### config.mk
export PLATFORM = sky130hd
export DESIGN_NAME = lildma
export DESIGN_NICKNAME = d
export VERILOG_FILES = /design/src/rtl/lildma_pkg.sv /design/src/rtl/lildma_tmr.sv /design/src/rtl/lildma.sv
export SDC_FILE = /design/constraint.sdc
export NUM_CORES = 1
export LEC_CHECK = 0
export BUFFER_PORTS_ARGS = -buffer_cell sky130_fd_sc_hd__buf_2
export CORE_MARGIN = 2
export CORE_UTILIZATION = 30
export DETAILED_ROUTE_END_ITERATION = 8
export GPL_TIMING_DRIVEN = 0
export MAX_ROUTING_LAYER = met4
export PLACE_DENSITY = 0.57
export SYNTH_ARGS = -nofsm -noshare
export SYNTH_HDL_FRONTEND = slang
export SYNTH_HIERARCHICAL = 1
export SYNTH_SLANG_ARGS = --single-unit
### constraint.sdc
create_clock -name CLOCK -period 5 [get_ports CLOCK]
set_input_delay 0.5 -clock CLOCK [delete_from_list [all_inputs] [get_ports CLOCK]]
set_output_delay 0.5 -clock CLOCK [all_outputs]
set_load 0.01 [all_outputs]
### src/rtl/lildma_pkg.sv
// lildma shared definitions: FSM states, register map, status bits,
// Unibus cycle codes and timer sizing.
package lildma_pkg;

    typedef enum logic [3:0] {
        ST_IDLE,
        ST_REQ,
        ST_GRANT,
        ST_SETUP,
        ST_MSYN,
        ST_HOLD,
        ST_UNSYN,
        ST_NEXT,
        ST_RELEASE
    } state_t;

    localparam logic [31:0] ID_WORD = 32'h4C44_1001;

    localparam logic [1:0] REG_ID   = 2'd0;
    localparam logic [1:0] REG_ADDR = 2'd1;
    localparam logic [1:0] REG_CNT  = 2'd2;
    localparam logic [1:0] REG_CTRL = 2'd3;

    localparam int CB_GO    = 31;
    localparam int CB_ABORT = 30;
    localparam int CB_OP    = 0;

    localparam int SB_BUSY  = 31;
    localparam int SB_DONE  = 30;
    localparam int SB_TMO   = 29;
    localparam int SB_MIS   = 28;
    localparam int SB_ABT   = 27;
    localparam int SB_OP    = 16;

    localparam logic [1:0] CYC_DATI = 2'b00;
    localparam logic [1:0] CYC_DATO = 2'b10;

    localparam int TMR_W = 16;

    // The timer load lands one clock after state entry and the expiry
    // test happens on the last clock, so a state lasting n clocks loads n-2.
    function automatic logic [TMR_W-1:0] tmr_preset(input int n);
        return TMR_W'(n - 2);
    endfunction

endpackage

### src/rtl/lildma_tmr.sv
// Loadable down-counter shared by the deskew and bus-timeout waits.
// Expiry is masked on the clock a load is pending.
module lildma_tmr
    import lildma_pkg::*;
(
    input  logic             clk,
    input  logic             rst_n,
    input  logic             load,
    input  logic [TMR_W-1:0] val,
    output logic             expired
);

    logic [TMR_W-1:0] cnt;

    always_ff @(posedge clk or negedge rst_n) begin
        if (!rst_n) begin
            cnt <= '0;
        end else if (load) begin
            cnt <= val;
        end else if (cnt != '0) begin
            cnt <= cnt - 1'b1;
        end
    end

    assign expired = !load && (cnt == '0);

endmodule

### src/rtl/lildma.sv
// ARM-programmed Unibus NPR master that fills or verifies a word range,
// holding bus mastership for the whole burst.
module lildma
    import lildma_pkg::*;
#(
    parameter int DESKEW  = 8,
    parameter int TIMEOUT = 1000
) (
    input  logic        CLOCK,
    input  logic        RESET_N,
    input  logic        armwrite,
    input  logic [1:0]  armraddr,
    input  logic [1:0]  armwaddr,
    input  logic [31:0] armwdata,
    output logic [31:0] armrdata,
    input  logic        init_in_h,
    input  logic        npg_in_h,
    input  logic        ssyn_in_h,
    input  logic [15:0] d_in_h,
    output logic        npr_out_h,
    output logic        bbsy_out_h,
    output logic [17:0] a_out_h,
    output logic [1:0]  c_out_h,
    output logic [15:0] d_out_h,
    output logic        msyn_out_h
);

    localparam logic [TMR_W-1:0] DSK = tmr_preset(DESKEW);
    localparam logic [TMR_W-1:0] TMO = tmr_preset(TIMEOUT);

    state_t           state;
    logic [16:0]      addr;
    logic [16:0]      addr_inc;
    logic [15:0]      count;
    logic [15:0]      pattern;
    logic [15:0]      lastdata;
    logic             op;
    logic             done;
    logic             tmo;
    logic             mis;
    logic             aborted;
    logic             abort_pend;
    logic             tmr_load;
    logic [TMR_W-1:0] tmr_val;
    logic             expired;
    logic             wr_ctrl;
    logic             go_wr;
    logic             abort_wr;
    logic             abort_now;
    logic             busy;

    lildma_tmr u_tmr (
        .clk     (CLOCK),
        .rst_n   (RESET_N),
        .load    (tmr_load),
        .val     (tmr_val),
        .expired (expired)
    );

    assign addr_inc  = addr + 17'd1;
    assign busy      = (state != ST_IDLE);
    assign wr_ctrl   = armwrite && (armwaddr == REG_CTRL);
    assign abort_wr  = wr_ctrl && armwdata[CB_ABORT];
    assign go_wr     = wr_ctrl && armwdata[CB_GO] && !armwdata[CB_ABORT];
    assign abort_now = abort_wr || abort_pend;

    always_comb begin
        armrdata = '0;
        unique case (armraddr)
            REG_ID:   armrdata = ID_WORD;
            REG_ADDR: armrdata = {14'b0, addr, 1'b0};
            REG_CNT:  armrdata = {pattern, count};
            REG_CTRL: begin
                armrdata[SB_BUSY] = busy;
                armrdata[SB_DONE] = done;
                armrdata[SB_TMO]  = tmo;
                armrdata[SB_MIS]  = mis;
                armrdata[SB_ABT]  = aborted;
                armrdata[SB_OP]   = op;
                armrdata[15:0]    = lastdata;
            end
        endcase
    end

    always_ff @(posedge CLOCK or negedge RESET_N) begin
        if (!RESET_N) begin
            state      <= ST_IDLE;
            addr       <= '0;
            count      <= '0;
            pattern    <= '0;
            lastdata   <= '0;
            op         <= 1'b0;
            done       <= 1'b0;
            tmo        <= 1'b0;
            mis        <= 1'b0;
            aborted    <= 1'b0;
            abort_pend <= 1'b0;
            tmr_load   <= 1'b0;
            tmr_val    <= '0;
            npr_out_h  <= 1'b0;
            bbsy_out_h <= 1'b0;
            a_out_h    <= '0;
            c_out_h    <= CYC_DATI;
            d_out_h    <= '0;
            msyn_out_h <= 1'b0;
        end else begin
            tmr_load <= 1'b0;
            if (!busy && armwrite && armwaddr == REG_ADDR)
                addr <= armwdata[17:1];
            if (!busy && armwrite && armwaddr == REG_CNT) begin
                pattern <= armwdata[31:16];
                count   <= armwdata[15:0];
            end
            if (abort_wr && busy) begin
                abort_pend <= 1'b1;
                aborted    <= 1'b1;
            end
            if (init_in_h) begin
                state      <= ST_IDLE;
                abort_pend <= 1'b0;
                npr_out_h  <= 1'b0;
                bbsy_out_h <= 1'b0;
                a_out_h    <= '0;
                c_out_h    <= CYC_DATI;
                d_out_h    <= '0;
                msyn_out_h <= 1'b0;
                if (busy)
                    aborted <= 1'b1;
            end else begin
                unique case (state)
                    ST_IDLE: begin
                        abort_pend <= 1'b0;
                        if (go_wr) begin
                            done    <= 1'b0;
                            tmo     <= 1'b0;
                            mis     <= 1'b0;
                            aborted <= 1'b0;
                            op      <= armwdata[CB_OP];
                            if (count == '0) begin
                                done <= 1'b1;
                            end else begin
                                npr_out_h <= 1'b1;
                                tmr_load  <= 1'b1;
                                tmr_val   <= TMO;
                                state     <= ST_REQ;
                            end
                        end
                    end
                    ST_REQ: begin
                        if (abort_now) begin
                            npr_out_h <= 1'b0;
                            state     <= ST_RELEASE;
                        end else if (npg_in_h) begin
                            npr_out_h <= 1'b0;
                            state     <= ST_GRANT;
                        end else if (expired) begin
                            npr_out_h <= 1'b0;
                            tmo       <= 1'b1;
                            state     <= ST_RELEASE;
                        end
                    end
                    ST_GRANT: begin
                        bbsy_out_h <= 1'b1;
                        if (abort_now) begin
                            state <= ST_RELEASE;
                        end else begin
                            a_out_h  <= {addr, 1'b0};
                            c_out_h  <= op ? CYC_DATI : CYC_DATO;
                            d_out_h  <= op ? 16'h0 : pattern;
                            tmr_load <= 1'b1;
                            tmr_val  <= DSK;
                            state    <= ST_SETUP;
                        end
                    end
                    ST_SETUP: begin
                        if (abort_now) begin
                            state <= ST_RELEASE;
                        end else if (expired) begin
                            msyn_out_h <= 1'b1;
                            tmr_load   <= 1'b1;
                            tmr_val    <= TMO;
                            state      <= ST_MSYN;
                        end
                    end
                    ST_MSYN: begin
                        if (ssyn_in_h) begin
                            if (op)
                                lastdata <= d_in_h;
                            tmr_load <= 1'b1;
                            tmr_val  <= DSK;
                            state    <= ST_HOLD;
                        end else if (expired) begin
                            msyn_out_h <= 1'b0;
                            tmo        <= 1'b1;
                            state      <= ST_RELEASE;
                        end
                    end
                    ST_HOLD: begin
                        if (expired) begin
                            msyn_out_h <= 1'b0;
                            d_out_h    <= '0;
                            state      <= ST_UNSYN;
                        end
                    end
                    ST_UNSYN: begin
                        if (!ssyn_in_h)
                            state <= abort_now ? ST_RELEASE : ST_NEXT;
                    end
                    ST_NEXT: begin
                        if (abort_now) begin
                            state <= ST_RELEASE;
                        end else if (op && lastdata != pattern) begin
                            mis   <= 1'b1;
                            state <= ST_RELEASE;
                        end else begin
                            addr  <= addr_inc;
                            count <= count - 16'd1;
                            if (count == 16'd1) begin
                                state <= ST_RELEASE;
                            end else begin
                                a_out_h  <= {addr_inc, 1'b0};
                                c_out_h  <= op ? CYC_DATI : CYC_DATO;
                                d_out_h  <= op ? 16'h0 : pattern;
                                tmr_load <= 1'b1;
                                tmr_val  <= DSK;
                                state    <= ST_SETUP;
                            end
                        end
                    end
                    ST_RELEASE: begin
                        npr_out_h  <= 1'b0;
                        bbsy_out_h <= 1'b0;
                        msyn_out_h <= 1'b0;
                        a_out_h    <= '0;
                        c_out_h    <= CYC_DATI;
                        d_out_h    <= '0;
                        done       <= 1'b1;
                        abort_pend <= 1'b0;
                        state      <= ST_IDLE;
                    end
                    default: state <= ST_IDLE;
                endcase
            end
        end
    end

endmodule

==> results of run 1 <==
-- final cells by class --
cell class | instances | share of cell area [%]
Antenna cell | 1 | 0.0259
Sequential cell | 131 | 33.9
Timing Repair Buffer | 124 | 6.71
Inverter | 39 | 1.51
Multi-Input combinational cell | 646 | 43.7
Buffer | 57 | 3.03
Clock buffer | 21 | 4.97
Tap cell | 335 | 4.33
Clock inverter | 11 | 1.80
-- kinds of logic after synthesis --
family                   share of synthesized area, %
buffers and inverters                            5.55
flip-flops                                       41.5
multiplexers                                     9.19
adder cells (fa/ha/maj)                         0.791
AND/OR/NAND/NOR                                  21.2
other                                          0.0474
AO/OA/AOI/OAI                                    19.1
XOR/XNOR                                         2.66
-- metal layers --
metal / up-vias / global-route usage [%] / wire [um]
met3: 26 / 3.05 / 1480
met2: 262 / 30.3 / 12400
met4: 0 / 4.69 / 423
met5: - / - / 0
met1: 3659 / 27.2 / 12100
li1: 3469 / - / -
-- final timing paths --
path / startpoint / endpoint / slack (ns) / cells past startpoint
setup / recovery: u_tmr/cnt[11] / d_out_h[12] / 1.86 / 11
hold / removal: RESET_N / d_out_h[10] / 0.004 / 1
setup reg to reg: u_tmr/cnt[11] / d_out_h[12] / 1.86 / 11
hold reg to reg: a_out_h[15] / a_out_h[15] / 0.48 / 1
max in group asynchronous: RESET_N / u_tmr/cnt[0] / 4.17 / 2
min in group CLOCK: armwdata[24] / pattern[8] / 0.28 / 3
-- metrics by stage --
step,std cells,worst slack (ns)
finish,1365,1.86
global route,1365,1.69
CTS,1364,1.85
detailed placement,1332,1.88
global placement,1331,1.39
floorplan,873,2.14
-- power by group through the flow --
stage	Combinational [uW]	Clock (uW)	Sequential [uW]
floorplan	485	0	1380
global placement	693	0	1430
detailed placement	707	0	1430
CTS	712	1410	1410
global route	794	1450	1440
finish	711	1390	1420
-- flip-flops by register name, summed over array words and instances, names as in the netlist, 2 cells and up --
name / cells
lastdata: 16
addr: 17
count: 16
tmr_val: 2
u_tmr/cnt: 16
pattern: 16
d_out_h: 16
state: 4
a_out_h: 17
-- cell usage after synthesis (5+ instances only) --
library cell,count
nand2_1,115
a31oi_1,10
dfrtp_1,131
ha_1,5
nand3_1,28
and3_1,11
buf_2,8
clkbuf_1,36
nand2b_1,11
o21ai_0,47
mux2_2,36
inv_1,39
buf_6,5
nand4_1,16
nor2b_1,6
a211oi_1,6
nor4_1,7
and2_1,9
mux2i_1,31
buf_4,5
a22o_1,17
o221a_2,15
o22ai_1,8
or3_1,10
xnor2_1,22
a32o_1,19
nor3_1,35
a21oi_1,30
nor2_1,57
==> flow_summary.yaml, run 1 <==
run_status:
  status: "finished, final reports clean"
global_route:
  grt_max_degree: 90
  antenna_found_initial: 1
  grt_remaining_overflow: 0
  grt_pass1_wl_um: 41500
  grtUsageTotal_pct: 19.6
  grt_pass1_vias: 6992
finish:
  fin_area_mm2: 0.00967
  syn_to_final_growth_pct: 22.3
  layout_common_cells: "dfrtp_1 (131), buf_2 (130), nand2_1 (115), nor2_1 (57), o21ai_0 (47)"
  multi_input_area_mm2: 0.00423
  finish.utilization_pct: 37.2
  num-nets-final: 1079
  fillers: 2708
  regArea_mm2: 0.00328
  final_common_cell: "dfrtp_1"
  drive_gt1_share_pct: 23.9
pwr:
  power_uw: 3510
  power_frac_clock_pct: 39.5
  power.density_mw_per_mm2: 363
  seq_power_share_pct: 40.3
  peakVddDrop_v: 0.000186
  power.net_switching_uw: 1090
  combPwrFrac_pct: 20.2
  switching_share_pct: 31.0
  p_leak_uw: 0.00433
  intPower_uw: 2430
cts:
  cts_sinks: 131
  cts.htree.levels: 4
  cts_tree: "done"
  max-clock-path-buffers: 2
  clk_pin_slew_ns: 0.06
  cts-buffers-inserted: 17
  clock_latency_ns: 0.42
  hold_buffers: 0
  post-cts-setup-buffers: 0
  cts_root_buf: "clkbuf_16"
  cts_resized: 0
floorplan:
  core_mm2: 0.0260
  chipWidth_um: 166
  die_area_mm2: 0.0277
  io_pins: 129
  rows: 59
  fp.dieH_um: 166
  initial_utilization_pct: 30.4
detailed_routing:
  drc: 0
  vias_per_cell: 5.43
  wl_per_cell_um: 19.3
  drt-total-wl_um: 26400
  ant_nets: 0
  vias: 7416
  drt_iter0_drc: 529
  dr.pass1.iters: 5
setup_path:
  cp-end-kind: "flop"
  cp_slowest_cell: "or4_4"
  crit_family: "simple AND/OR/NAND/NOR gates"
  cp.required_ns: 5.30
  crit_arrival_ns: 3.44
  start_kind: "flop"
  path_cells: "or4_4 -> or3_4 -> or3_4 -> nor2_8 -> inv_1 -> o22ai_1 -> nand2b_1 -> a21bo_2 -> buf_6 -> buf_6 -> mux2i_1"
  slowest_delay_ns: 0.56
  path_buf_inv: 3
  critPathKind: "reg2reg"
  path_max_fanout: 12
sta:
  setup_viol: 0
  slew_headroom_pct: 44.4
  setup_tns_ns: 0
  tightest_slew_ns: 0.826
  min_period_ns: 3.14
  finalClockSkew_ns: 0.0107
  hold_violations: 0
  hold_ws_ns: 0.00412
  rsz0062_at_grt: "no"
  fin_crit_sh_pct: 62.8
  drv_slew: 0
  timing.fmax_mhz: 319
synth:
  synth_edf_count: 0
  synth_largest_area_cell: "dfrtp_1"
  yosysWarnings: 6
  avgSynthCellArea_um2: 9.16
  synth_top_flop_cell: "dfrtp_1"
  syn_area_mm2: 0.00791
  ys_async_sr_fraction_pct: 100
  synthDistinctLibCells: 76
  synth_seq_area_share_pct: 41.5
  synthTopCellsByArea: "dfrtp_1 (41%), nand2_1 (5.5%), mux2_2 (5.1%), mux2i_1 (3.9%), o21ai_0 (3.0%)"
  synth.top_cell.area_share_pct: 41.5
  ys_ff_latch: 131
  synth_cells: 863
place:
  place_area_mm2: 0.00901
  numPortBuffers: 123
  gp_congestion: 0.910
  dp_hpwl_um: 19600
flow_run:
  cap_viol_max_count: 0
min_path:
  hold_path.class: "in2async"
Power figures use the tool's default switching activity.
==> run 2: changes to the inputs <==
--- a/config.mk
+++ b/config.mk
@@ -11,7 +11,7 @@
 export DETAILED_ROUTE_END_ITERATION = 8
 export GPL_TIMING_DRIVEN = 0
 export MAX_ROUTING_LAYER = met4
-export PLACE_DENSITY = 0.57
+export PLACE_DENSITY = 0.58
 export SYNTH_ARGS = -nofsm -noshare
 export SYNTH_HDL_FRONTEND = slang
 export SYNTH_HIERARCHICAL = 1
==> constraint.sdc (replaced) <==
create_clock -name CLOCK -period 2.8 [get_ports CLOCK]
set_input_delay 0.28 -clock CLOCK [delete_from_list [all_inputs] [get_ports CLOCK]]
set_output_delay 0.28 -clock CLOCK [all_outputs]
set_load 0.01 [all_outputs]
==> flow_summary.yaml, run 2 (same netlist as run 1, synthesis figures left out) <==
sta:
  min_period_ns: 2.77
  fin_crit_sh_pct: 99.0
  tightest_slew_ns: 0.814
  setup_tns_ns: 0
  setup_viol: 0
  setup_ws_ns: 0.0292
  rsz0062_at_grt: "yes"
  timing.fmax_mhz: 361
  hold_violations: 0
  slew_headroom_pct: 45.2
  drv_slew: 0
  finalClockSkew_ns: 0.0173
finish:
  drive_gt1_share_pct: 25.3
  fillers: 2723
  final_common_cell: "dfrtp_1"
  layout_common_cells: "dfrtp_1 (131), buf_2 (130), nand2_1 (114), nor2_1 (56), o21ai_0 (46)"
  syn_to_final_growth_pct: 23.4
  multi_input_area_mm2: 0.00427
  num-nets-final: 1090
  top_regs: "a_out_h (17), addr (17)"
  regArea_mm2: 0.00328
  finish.utilization_pct: 37.6
  n_antenna_cell: 0
place:
  preCtsSetupSlack_ns: -0.222
  dp_hpwl_um: 19500
  gp_congestion: 0.892
  numPortBuffers: 123
floorplan:
  chipWidth_um: 166
  rows: 59
  core_mm2: 0.0260
  die_area_mm2: 0.0277
  io_pins: 129
  fp.dieH_um: 166
  initial_utilization_pct: 30.4
global_route:
  grt_max_degree: 75
  grtUsageTotal_pct: 19.3
  grt.met3_usage_pct: 3.07
  grt_use_met2_pct: 29.7
  grt_pass1_wl_um: 40500
  grt_remaining_overflow: 0
  grt_use_met1_pct: 26.2
  antenna_found_initial: 0
  busiest_layer: "met2"
  grt_pass1_vias: 6974
detailed_routing:
  wl_per_cell_um: 19.2
  drt_iter0_drc: 548
  drc: 0
  vias: 7440
  drt-total-wl_um: 26400
  vias_per_cell: 5.41
  ant_nets: 0
  dr.pass1.iters: 5
setup_path:
  path_cells: "or4_4 -> or3_4 -> or3_4 -> nor2_8 -> buf_6 -> or3_4 -> a21o_1 -> nand4_1 -> o221ai_2"
  crit_path_frequent_cell: "or3_4"
  start_kind: "flop"
  crit_arrival_ns: 3.09
  path_buf_inv: 1
  critPathKind: "reg2reg"
  path_max_fanout: 4
  crit_family: "simple AND/OR/NAND/NOR gates"
  cp-end-kind: "flop"
  cp.required_ns: 3.12
  slowest_delay_ns: 0.55
  cp_slowest_cell: "or4_4"
cts:
  cts-buffers-inserted: 17
  cts_sinks: 131
  clock_latency_ns: 0.43
  cts.htree.levels: 4
  cts_root_buf: "clkbuf_16"
  clk_pin_slew_ns: 0.06
  cts_tree: "done"
  max-clock-path-buffers: 2
run_status:
  status: "finished, final reports clean"
pwr:
  power_uw: 6150
  peakVddDrop_v: 0.000286
  power.density_mw_per_mm2: 630
  p_leak_uw: 0.00436
min_path:
  hold_path.class: "in2reg"
flow_run:
  cap_viol_max_count: 0
==> run 2: worst register-to-register path, delay by kind of cell (launching register included) <==
kind | cells | cell delay [ns]
and+or+nand+nor | 6 | 1.80
DFF | 1 | 0.39
AOI/OAI and AO/OA | 2 | 0.36
buffers and inverters | 1 | 0.13
==> run 2: worst paths after layout <==
path,startpoint,end,slack (ns),depth (start not counted)
setup / recovery,u_tmr/cnt[12],state[1],0.03,9
max in group asynchronous,RESET_N,tmr_val[8],1.60,3
min in group asynchronous,RESET_N,pattern[8],0.39,2
setup reg to reg,u_tmr/cnt[12],state[1],0.03,9
hold / removal,armwdata[23],pattern[7],0.04,3
hold reg to reg,a_out_h[16],a_out_h[16],0.48,1
==> run 2: what timing repair did <==
item                                    CTS  global route
endpoints found under the hold margin    57             0
hold buffers                              1             0
gates cloned                              0             1
setup buffers                             3             7
gates resized for setup                   0            12
pin swaps                                 2             8
endpoints found under the setup margin   18            26
==> run 2: area by class of cell <==
cell class	count	area share [%]
Inverter	39	1.50
Clock inverter	14	1.59
Tap cell	335	4.29
Clock buffer	18	4.50
Multi-Input combinational cell	646	43.7
Timing Repair Buffer	136	7.82
Sequential cell	131	33.6
Buffer	56	2.97
==> run 2: power breakdown <==
part           internal, uW  switching (uW)
Sequential             2180             351
Combinational           609             719
Clock                  1340             942
Total                  4130            2010
==> run 2: per-layer routing <==
metal / wire length [um] / part of all wire, %
met3: 1330 / 5.0
met1: 11900 / 45
met2: 12600 / 48
met4: 508 / 1.9
met5: 0 / 0
==> run 2: through the flow <==
step,hold WS [ns],cells,cell area (um^2)
final,0.0410,1375,9760
after global routing,0.0480,1375,9760
after CTS,0.0310,1367,9630
after detailed placement,0.310,1332,9010
after global placement,0.473,1331,8980
after floorplan,-0.0156,873,7950
==> run 3: changes to the inputs <==
--- a/config.mk
+++ b/config.mk
@@ -5,13 +5,14 @@
 export SDC_FILE = /design/constraint.sdc
 export NUM_CORES = 1
 export LEC_CHECK = 0
-export BUFFER_PORTS_ARGS = -buffer_cell sky130_fd_sc_hd__buf_2
 export CORE_MARGIN = 2
 export CORE_UTILIZATION = 30
 export DETAILED_ROUTE_END_ITERATION = 8
+export DONT_BUFFER_PORTS = 1
 export GPL_TIMING_DRIVEN = 0
 export MAX_ROUTING_LAYER = met4
-export PLACE_DENSITY = 0.58
+export PLACE_DENSITY = 0.54
+export REMOVE_ABC_BUFFERS = 1
 export SYNTH_ARGS = -nofsm -noshare
 export SYNTH_HDL_FRONTEND = slang
 export SYNTH_HIERARCHICAL = 1
==> flow_summary.yaml, run 3 (same netlist as run 1, synthesis figures left out) <==
floorplan:
  core_mm2: 0.0260
  chipWidth_um: 166
  rows: 59
  die_area_mm2: 0.0277
  initial_utilization_pct: 30.4
  fp.dieH_um: 166
  io_pins: 129
min_path:
  hold_path.class: "in2async"
cts:
  cts-buffers-inserted: 17
  cts_tree: "done"
  cts.htree.levels: 4
  clock_latency_ns: 0.43
  hold_buffers: 33
  clk_pin_slew_ns: 0.07
  cts_sinks: 131
  cts_root_buf: "clkbuf_16"
  max-clock-path-buffers: 2
finish:
  layout_common_cells: "dfrtp_1 (128), nand2_1 (114), nor2_1 (54), o21ai_0 (47), inv_1 (38)"
  drive_gt1_share_pct: 15.8
  final_common_cell: "dfrtp_1"
  n_antenna_cell: 0
  top_regs: "a_out_h (17), addr (17)"
  syn_to_final_growth_pct: 18.4
  fillers: 2664
  num-nets-final: 957
detailed_routing:
  vias: 6840
  wl_per_cell_um: 20.8
  dr.pass1.iters: 5
  vias_per_cell: 5.51
  drt-total-wl_um: 25800
  drc: 0
  drt_iter0_drc: 479
  ant_nets: 0
global_route:
  grt_use_met1_pct: 24.0
  antenna_found_initial: 0
  grt_max_degree: 132
  grtUsageTotal_pct: 19.1
  busiest_layer: "met2"
  grt_use_met2_pct: 30.7
  grt_remaining_overflow: 0
  grt_pass1_vias: 6752
  grt.met3_usage_pct: 5.41
  grt_pass1_wl_um: 40300
sta:
  tightest_slew_ns: 1.33
  setup_ws_ns: 0.0186
  min_period_ns: 2.78
  rsz0062_at_grt: "yes"
  slew_headroom_pct: 11.5
  setup_viol: 0
  drv_slew: 0
  fin_crit_sh_pct: 99.3
  timing.fmax_mhz: 360
  hold_ws_ns: -0.455
  hold_violations: 131
  setup_tns_ns: 0
  finalClockSkew_ns: 0.0142
setup_path:
  path_max_fanout: 8
  critPathKind: "reg2reg"
  crit_arrival_ns: 3.08
  cp-end-kind: "flop"
  start_kind: "flop"
  cp.required_ns: 3.10
place:
  dp_hpwl_um: 17100
  gp_congestion: 0.895
  preCtsSetupSlack_ns: -1.02
  numPortBuffers: 0
pwr:
  peakVddDrop_v: 0.000346
  power.density_mw_per_mm2: 637
  power_uw: 5960
  p_leak_uw: 0.00385
run_status:
  failed_checks: "negative hold slack"
  status: "finished, violations left"
flow_run:
  cap_viol_max_count: 0
==> run 3: power by group <==
group | switching [uW] | internal [uW] | leakage (uW)
combinational | 562 | 559 | 0.00192
sequential | 381 | 2180 | 0.00166
clock | 924 | 1350 | 0.000279
==> run 3: metrics by stage <==
step	instances	hold WS, ns	area [um^2]	util (%)
4_1_cts	1233	-0.470	9220	35.5
5_1_grt	1242	-0.477	9360	36.0
3_5_place_dp	1157	-0.00996	8160	31.4
3_3_place_gp	1151	-0.00920	8070	31.1
6_report	1242	-0.455	9360	36.0
2_1_floorplan	816	-0.0156	7650	-
==> run 3: path summary, 6_finish.rpt <==
path                                to  slack, ns           from  cells past startpoint
setup / recovery            d_out_h[6]       0.02  u_tmr/cnt[11]                      9
hold / removal             a_out_h[10]      -0.45        RESET_N                      0
setup reg to reg            d_out_h[6]       0.02  u_tmr/cnt[11]                      9
hold reg to reg                   done       0.49           done                      2
max in group asynchronous  d_out_h[13]       3.06        RESET_N                      0
min in group CLOCK             addr[1]       0.02    armwdata[2]                      2
==> run 3: cell type report <==
class	instances	area, um^2	area share, %
Tap cell	335	419	4.48
Timing Repair Buffer	56	542	5.79
Sequential cell	131	3280	35.1
Clock inverter	13	150	1.60
Clock buffer	19	443	4.73
Inverter	39	149	1.59
Multi-Input combinational cell	649	4380	46.7
==> run 3: worst max-delay path: stages, from the launching register on <==
cell	delay (ns)
dfrtp_1	0.39
or4_4	0.54
or3_4	0.35
or3_4	0.41
nor2_8	0.14
inv_4	0.06
o22ai_4	0.17
nand2b_4	0.11
a21bo_4	0.30
mux2i_2	0.18
==> run 3: what timing repair did <==
| item | 4_1_cts | 5_1_grt |
|---|---|---|
| pin swaps | 10 | 10 |
| buffers inserted | 8 | 9 |
| setup endpoints to repair | 73 | 53 |
| resized for setup | 15 | 11 |
| endpoints found under the hold margin | 168 | 131 |
| gates cloned | 3 | 0 |
==> run 3: layer usage <==
| metal | wire length, um | vias up | part of all wire, % |
|---|---|---|---|
| met5 | 0 | - | 0 |
| met4 | 382 | 0 | 1.5 |
| met3 | 1740 | 17 | 6.7 |
| met2 | 12400 | 204 | 48 |
| met1 | 11300 | 3408 | 44 |
| li1 | - | 3211 | - |
